## config.mk

```make
export PLATFORM = sky130hd
export DESIGN_NAME = serial_frame_tx
export DESIGN_NICKNAME = d
export VERILOG_FILES = /design/src/rtl/serial_frame_tx.sv
export SDC_FILE = /design/constraint.sdc
export NUM_CORES = 1
export LEC_CHECK = 0
export BUFFER_PORTS_ARGS = -buffer_cell sky130_fd_sc_hd__buf_2
export CORE_MARGIN = 2
export CORE_UTILIZATION = 35
export CTS_CLUSTER_DIAMETER = 100
export DETAILED_ROUTE_END_ITERATION = 6
export GPL_TIMING_DRIVEN = 0
export SLEW_MARGIN = 20
export SYNTH_ARGS = -nofsm -noshare
export SYNTH_HDL_FRONTEND = slang
export SYNTH_SLANG_ARGS = --single-unit
```

## constraint.sdc

```tcl
create_clock -name clk -period 3 [get_ports clk]
set_input_delay 0.15 -clock clk [delete_from_list [all_inputs] [get_ports clk]]
set_output_delay 0.15 -clock clk [all_outputs]
set_load 0.05 [all_outputs]
```

## src/rtl/serial_frame_tx.sv

```systemverilog
`default_nettype none
// ============================================================================
// Module   : serial_frame_tx
// Brief    : Serial frame transmitter: start bit, WIDTH data bits LSB-first,
//            optional even parity (SERIAL_FRAME_TX_PARITY_EN), stop bit.
// Revision : 1.0 - initial release
// ============================================================================
module serial_frame_tx #(
  parameter int WIDTH        = 8,
  parameter int CLKS_PER_BIT = 4
) (
  input  logic             clk,
  input  logic             rst_n,
  input  logic             load,
  input  logic [WIDTH-1:0] din,
  output logic             ready,
  output logic             sout,
  output logic             busy,
  output logic             done
);

  localparam int DIV_W = $clog2(CLKS_PER_BIT + 1);
  localparam int CNT_W = $clog2(WIDTH + 1);
  localparam logic [DIV_W-1:0] c_div_last = DIV_W'(CLKS_PER_BIT - 1);
  localparam logic [CNT_W-1:0] c_bit_last = CNT_W'(WIDTH - 1);

`ifdef SERIAL_FRAME_TX_PARITY_EN
  typedef enum logic [2:0] {
    S_IDLE   = 3'd0,
    S_START  = 3'd1,
    S_DATA   = 3'd2,
    S_PARITY = 3'd3,
    S_STOP   = 3'd4
  } state_t;
`else
  typedef enum logic [2:0] {
    S_IDLE  = 3'd0,
    S_START = 3'd1,
    S_DATA  = 3'd2,
    S_STOP  = 3'd4
  } state_t;
`endif

  state_t           r_state, w_state_nxt;
  logic [WIDTH-1:0] r_shift, w_shift_nxt;
  logic [CNT_W-1:0] r_bit,   w_bit_nxt;
  logic [DIV_W-1:0] r_div,   w_div_nxt;
  logic             w_tick;
  logic             w_sout_nxt;
  logic             w_done_nxt;
`ifdef SERIAL_FRAME_TX_PARITY_EN
  logic             r_parity, w_parity_nxt;
`endif

  // Outputs are registered from the next-state values so they change on the
  // same edge as the state and never depend combinationally on load/din.
  always_ff @(posedge clk or negedge rst_n) begin
    if (!rst_n) begin
      r_state  <= S_IDLE;
      r_shift  <= '0;
      r_bit    <= '0;
      r_div    <= '0;
      ready    <= 1'b1;
      sout     <= 1'b1;
      busy     <= 1'b0;
      done     <= 1'b0;
`ifdef SERIAL_FRAME_TX_PARITY_EN
      r_parity <= 1'b0;
`endif
    end else begin
      r_state  <= w_state_nxt;
      r_shift  <= w_shift_nxt;
      r_bit    <= w_bit_nxt;
      r_div    <= w_div_nxt;
      ready    <= (w_state_nxt == S_IDLE);
      busy     <= (w_state_nxt != S_IDLE);
      sout     <= w_sout_nxt;
      done     <= w_done_nxt;
`ifdef SERIAL_FRAME_TX_PARITY_EN
      r_parity <= w_parity_nxt;
`endif
    end
  end

  assign w_tick = (r_div == c_div_last);

  always_comb begin
    w_state_nxt  = r_state;
    w_shift_nxt  = r_shift;
    w_bit_nxt    = r_bit;
    w_div_nxt    = r_div;
    w_done_nxt   = 1'b0;
`ifdef SERIAL_FRAME_TX_PARITY_EN
    w_parity_nxt = r_parity;
`endif
    case (r_state)
      S_IDLE: begin
        if (load && ready) begin
          w_shift_nxt  = din;
          w_bit_nxt    = '0;
          w_div_nxt    = '0;
          w_state_nxt  = S_START;
`ifdef SERIAL_FRAME_TX_PARITY_EN
          w_parity_nxt = ^din;
`endif
        end
      end
      S_START: begin
        if (w_tick) begin
          w_div_nxt   = '0;
          w_state_nxt = S_DATA;
        end else begin
          w_div_nxt = r_div + DIV_W'(1);
        end
      end
      S_DATA: begin
        if (w_tick) begin
          w_div_nxt   = '0;
          w_shift_nxt = r_shift >> 1;
          if (r_bit == c_bit_last) begin
            w_bit_nxt   = '0;
`ifdef SERIAL_FRAME_TX_PARITY_EN
            w_state_nxt = S_PARITY;
`else
            w_state_nxt = S_STOP;
`endif
          end else begin
            w_bit_nxt = r_bit + CNT_W'(1);
          end
        end else begin
          w_div_nxt = r_div + DIV_W'(1);
        end
      end
`ifdef SERIAL_FRAME_TX_PARITY_EN
      S_PARITY: begin
        if (w_tick) begin
          w_div_nxt   = '0;
          w_state_nxt = S_STOP;
        end else begin
          w_div_nxt = r_div + DIV_W'(1);
        end
      end
`endif
      S_STOP: begin
        if (w_tick) begin
          w_div_nxt   = '0;
          w_state_nxt = S_IDLE;
          w_done_nxt  = 1'b1;
        end else begin
          w_div_nxt = r_div + DIV_W'(1);
        end
      end
      default: begin
        w_state_nxt = S_IDLE;
      end
    endcase
  end

  always_comb begin
    w_sout_nxt = 1'b1;
    case (w_state_nxt)
      S_START:  w_sout_nxt = 1'b0;
      S_DATA:   w_sout_nxt = w_shift_nxt[0];
`ifdef SERIAL_FRAME_TX_PARITY_EN
      S_PARITY: w_sout_nxt = w_parity_nxt;
`endif
      default:  w_sout_nxt = 1'b1;
    endcase
  end

endmodule
`default_nettype wire

```

# Word level (Yosys, flattened, before mapping)
# Cells that the tools add are included.
# W data, S select, Z words.
dict set report totals {
  regBits 22
}
dict set report classes {
  add_sub_neg 2
  n_eq_ne 9
  mux 19
  n_reduce_logical 9
}
# operator count
set ops {}
lappend ops {{$mux W3} 7}
lappend ops {{$mux W8} 2}
lappend ops {{$pmux W8 S2} 1}
lappend ops {{$mux W4} 3}
lappend ops {{$pmux W3 S4} 1}
lappend ops {{$eq A3 B2 Y1 const B} 3}
lappend ops {{$pmux W4 S2} 1}
lappend ops {{$eq A3 B1 Y1 const B} 2}
lappend ops {{$logic_not A3 Y1} 2}
lappend ops {{$pmux W3 S2} 1}
lappend ops {{$add A4 B1 Y4 const B} 1}
lappend ops {{$eq A4 B3 Y1 const B} 1}
lappend ops {{$ne A2 B2 Y1 const B} 2}
lappend ops {{$reduce_bool A2 Y1} 2}
lappend ops {{$add A3 B1 Y3 const B} 1}
lappend ops {{$eq A3 B3 Y1 const B} 1}
lappend ops {{$reduce_and A3 Y1} 1}
lappend ops {{$reduce_bool A3 Y1} 1}
lappend ops {{$reduce_or A3 Y1} 1}
lappend ops {{$mux W1} 2}
lappend ops {{$pmux W1 S2} 1}
lappend ops {{$reduce_and A2 Y1} 1}
lappend ops {{$logic_and A1 B1 Y1} 1}

# Logic depth before layout (Yosys ltp)
dict set report depth {
  depth_word 6
  ltp_mapped 7
  ltp_nobuf 5
}

# Least setup slack after synthesis
# OpenSTA, ideal clock, no wires.
dict set report synth_path {
  path_type {register to register}
  from {register r_div[0]}
  to {register r_bit[2]}
  setup_ns 0.120
  t_arrival_ns 1.460
  required_ns 2.880
  setup_slack_ns 1.420
  path_stages_with_launch 7
  synth_period_minus_slack_ns 1.580
  path_cell_list {dfrtp_1 ha_1 nand2b_1 nor2_8 or2_4 buf_6 a22o_4}
}
dict set report synth_via {
  elab_chain_len 3
}
# element line_no
set synth_rtl {}
lappend synth_rtl {{start, declared} 47} ;# logic [DIV_W-1:0] r_div, w_div_nxt;
lappend synth_rtl {{start signal, assigned} 74} ;# r_div <= w_div_nxt;
lappend synth_rtl {{$eq A3 B2 Y1} 85} ;# assign w_tick = (r_div == c_div_last);
lappend synth_rtl {{$ne A2 B2 Y1 (no source line)} n/a}
lappend synth_rtl {{$reduce_and A3 Y1 (no source line)} n/a}
lappend synth_rtl {{end signal, assigned} 73} ;# r_bit <= w_bit_nxt;
lappend synth_rtl {{end, declared} 46} ;# logic [CNT_W-1:0] r_bit, w_bit_nxt;
# Every way passes these cells.
# A chain may end at the register's enable or synchronous reset.

# Worst setup path after layout
dict set report layout_path {
  from {register r_div[0]}
  to {register busy}
}
dict set report layout_via {
  elab_chain_len 4
}
# element line_no
set layout_rtl {}
lappend layout_rtl {{$eq A3 B2 Y1 (*)} 85}
lappend layout_rtl {{$mux W3, on equally long branches} {145, 109, 117}}
lappend layout_rtl {{$pmux W3 S4 (*)} 96} ;# case (r_state)
lappend layout_rtl {{net w_state_nxt[1]} 44} ;# state_t r_state, w_state_nxt;
lappend layout_rtl {{$reduce_bool A3 Y1 (*)} 76} ;# busy <= (w_state_nxt != S_IDLE);
lappend layout_rtl {{end signal, assigned} 76}
lappend layout_rtl {{end, declared} 18} ;# output logic busy,
# Mark *: on every way through the listed nets, which the timed path passes. The rest lies on a longest branch.

==> tab_implementation.tex <==
\begin{tabular}{lr}
\hline
Metric & Value \\
\hline
\multicolumn{2}{l}{\textbf{Outcome}} \\
Status & finished, final reports clean \\
\multicolumn{2}{l}{\textbf{CTS}} \\
CTS tree & done \\
Clock buffers created by TritonCTS & 3 \\
Number of post-CTS setup repair buffers & 0 \\
H-tree levels & 1 \\
Clock insertion delay at the later pin of the skew report & 0.30 ns \\
Clk slew on worst S/H paths & between 0.1 and 0.15 ns \\
Largest buffer count on any clock path & 2 \\
Root buf cell & clkbuf\_4 \\
Sinks on Clock Net & 22 \\
\multicolumn{2}{l}{\textbf{Setup path}} \\
Worst EP required & 3.20 ns \\
Critical path launch point type & flip-flop \\
Class of the most critical setup path & flip-flop to flip-flop \\
Maximum fanout along the worst path & 4 \\
Critical Path AT & around 1.9 ns \\
Startpoint of the lowest-slack register-to-register path & r\_div[0] \\
Critical path endpoint category & flip-flop \\
Worst setup path startpoint & r\_div[0] \\
\multicolumn{2}{l}{\textbf{Timing}} \\
Number of endpoints failing setup at the final stage & 0 \\
Setup skew after layout & between 0.009 and 0.01 ns \\
Final-layout setup total negative slack & 0 ns \\
Count of final max-slew check failures & 0 \\
Setup repair after global routing missed its margin & no \\
Portion of the clock cycle consumed by the worst path in the final layout & between 50\% and 60\% \\
Final critical-path required period & 1.73 ns \\
Maximum operating frequency & a little under 0.6 GHz \\
Final Hold Viols & 0 \\
Actual transition at the worst max-transition pin & 0.489 ns \\
Worst rel slew slack & between 60\% and 70\% \\
\multicolumn{2}{l}{\textbf{Die}} \\
Core box area & 2980 um2 \\
Boundary pin count & 15 \\
Effective utilization at floorplan & between 30\% and 40\% \\
Number of placement rows & 20 \\
Die extent in y & approximately 60 um \\
Die ar. & approximately 3500 um2 \\
Horizontal extent of the die & 59.3 um \\
\multicolumn{2}{l}{\textbf{Final layout}} \\
\# diodes & 0 \\
Total Nets Final & between 100 and 150 \\
Area overhead of the layout relative to synthesis & 16.3\% \\
Post-layout instance count excluding filler cells & roughly 150 \\
Ratio of cells with drive above 1 in the final layout & between 20\% and 30\% \\
\multicolumn{2}{l}{\textbf{Run}} \\
Max\_cap viols & 0 \\
\multicolumn{2}{l}{\textbf{GRT}} \\
Total GRT Usage & between 10\% and 20\% \\
Number of antenna violations at the first check in global routing & 0 \\
Pin count of the biggest net entering global routing & 23 \\
Wire length of the first global-routing pass & around 3500 um \\
Overall overflow remaining after global route & 0 \\
Number of global-route vias before repair & around 760 \\
\multicolumn{2}{l}{\textbf{Synthesis}} \\
Most area-hungry cell type in the Yosys netlist & dfrtp\_1 \\
Count of yosys warnings during synthesis & 0 \\
Share of the synthesized area in the top cell type & between 40\% and 50\% \\
Flops \& latches, synth & 22 \\
Most common library cells after synthesis & dfrtp\_1 (20), inv\_1 (10), o21ai\_0 (9) \\
Count of unique library cells instantiated by Yosys & 36 \\
Most used flip-flop cell after synthesis & dfrtp\_1 \\
Syn avg cell area & 11.0 um2 \\
EDFF count, synth & 0 \\
Synthesized netlist cell count & 97 \\
Leading cell types by total area after synthesis & dfrtp\_1 (47\%), a22oi\_1 (4.9\%), dfstp\_2 (4.9\%), o21ai\_0 (4.2\%), inv\_1 (3.5\%) \\
Total nets after synthesis & between 100 and 150 \\
Post-synth ARST share & 100\% \\
Post-synthesis cell area & between 1000 and 1500 um2 \\
Leading cell type by number of instances after synthesis & dfrtp\_1 \\
Sequential share of the synthesized area & 51.8\% \\
\multicolumn{2}{l}{\textbf{Detailed routing}} \\
Vias per inst & $\sim$5.1 \\
Via count of the routed design & between 700 and 800 \\
Count of nets left with antenna violations after detail routing & 0 \\
Count of routing violations after the opening detailed-route iteration & 3 \\
Routed wire length per instance & 13.2 um \\
Total length of routed wires & approximately 2000 um \\
Detailed Routing Iterations Pass 1 & 3 \\
DRC Markers & 0 \\
\multicolumn{2}{l}{\textbf{Placed design}} \\
Quantity of I/O buffers inserted on ports & 14 \\
Cell count after placement & around 140 \\
Sum of net half-perimeters after detailed placement & about 1400 um \\
Global placement routability congestion & around 0.70 \\
\multicolumn{2}{l}{\textbf{Hold path}} \\
Startpoint of the worst hold path & din[7] \\
Worst Hold Class & input port to flip-flop \\
\multicolumn{2}{l}{\textbf{Power and ir drop}} \\
Power density normalized to cell area & about 940 nW/um2 \\
Reported leakage power & 0.000600 uW \\
Peak supply drop & between 0.0004 and 0.0005 V \\
\hline
\end{tabular}
where the power goes:
part / leakage, uW / total [uW] / internal [uW] / switching, uW
logic: 0.000292 / 473 / 185 / 288
registers: 0.000279 / 472 / 413 / 59.1
clock network: 0.0000279 / 225 / 135 / 90.5
critical path, stage by stage, from the launching register on:
cell and delay [ns]:
dfrtp_1 0.40, ha_1 0.19, nor2b_1 0.30, a21oi_1 0.12, a41o_1 0.26, or3_1 0.37
flip-flops by register name (all words and copies together) (netlist names):
| name | count |
|---|---|
| sout | 1 |
| r_shift | 8 |
| r_state | 3 |
| r_div | 3 |
| done | 1 |
| ready | 1 |
| busy | 1 |
| r_bit | 4 |
repair_timing:
action,4_1_cts,5_1_grt
hold buffers,1,0
endpoints found under the setup margin,0,0
resized for setup,0,0
endpoints found under the hold margin,20,0
cell usage in the layout, fill, tap and decap left out, types with 3 or more instances in the layout:
master	instances
nor2_1	5
a21oi_1	3
inv_1	10
clkbuf_4	3
dfrtp_1	20
nand3_1	3
o21ai_0	9
a22oi_1	7
buf_6	3
buf_2	15
through the flow:
stage	util [%]	total power, uW	hold slack [ns]	area [um2]	worst slack [ns]
after floorplan	-	848	-0.146	1070	1.42
after global placement	39.6	940	0.142	1180	1.29
after detailed placement	39.6	957	0.149	1180	1.29
after CTS	41.7	1180	0.0678	1240	1.27
after global routing	41.7	1260	0.0547	1240	1.15
final	41.7	1170	0.0728	1240	1.27
metal layers:
metal	share of wire, %	wire [um]	up-vias	track usage (%)
li1	-	-	384	-
met1	49	963	374	17.5
met2	48	942	9	20.9
met3	3.0	59	0	2.84
met4	0	0	0	2.92
met5	0	0	-	0
final cells by class:
type                    count  area [um2]
plain buffers               5        46.3
clock buffers               3        22.5
clock inverters             1        30.0
fillers                   284        1740
inverters                  11        41.3
multi-input cells          59         428
flip-flops and latches     22         553
well taps                  33        41.3
repair buffers             15        80.1
worst paths after layout:
kind | to | slack [ns] | cells after the start
max | busy | 1.27 | 5
min reg2reg | r_bit[0] | 0.52 | 1
max reg2reg | busy | 1.27 | 5
max in group asynchronous | sout | 2.33 | 2
min in group asynchronous | r_div[1] | 0.32 | 2
min | r_shift[7] | 0.07 | 2
cells by family after synthesis:
| family | Yosys count | share of synthesized area, % |
|---|---|---|
| compound gates | 30 | 19.8 |
| xor+xnor | 1 | 0.820 |
| fa+ha+maj | 2 | 2.34 |
| buf+inv | 16 | 8.20 |
| flops | 22 | 51.8 |
| mux | 2 | 1.87 |
| simple gates | 24 | 15.2 |
No activity file was read; power rests on OpenSTA's default activity.
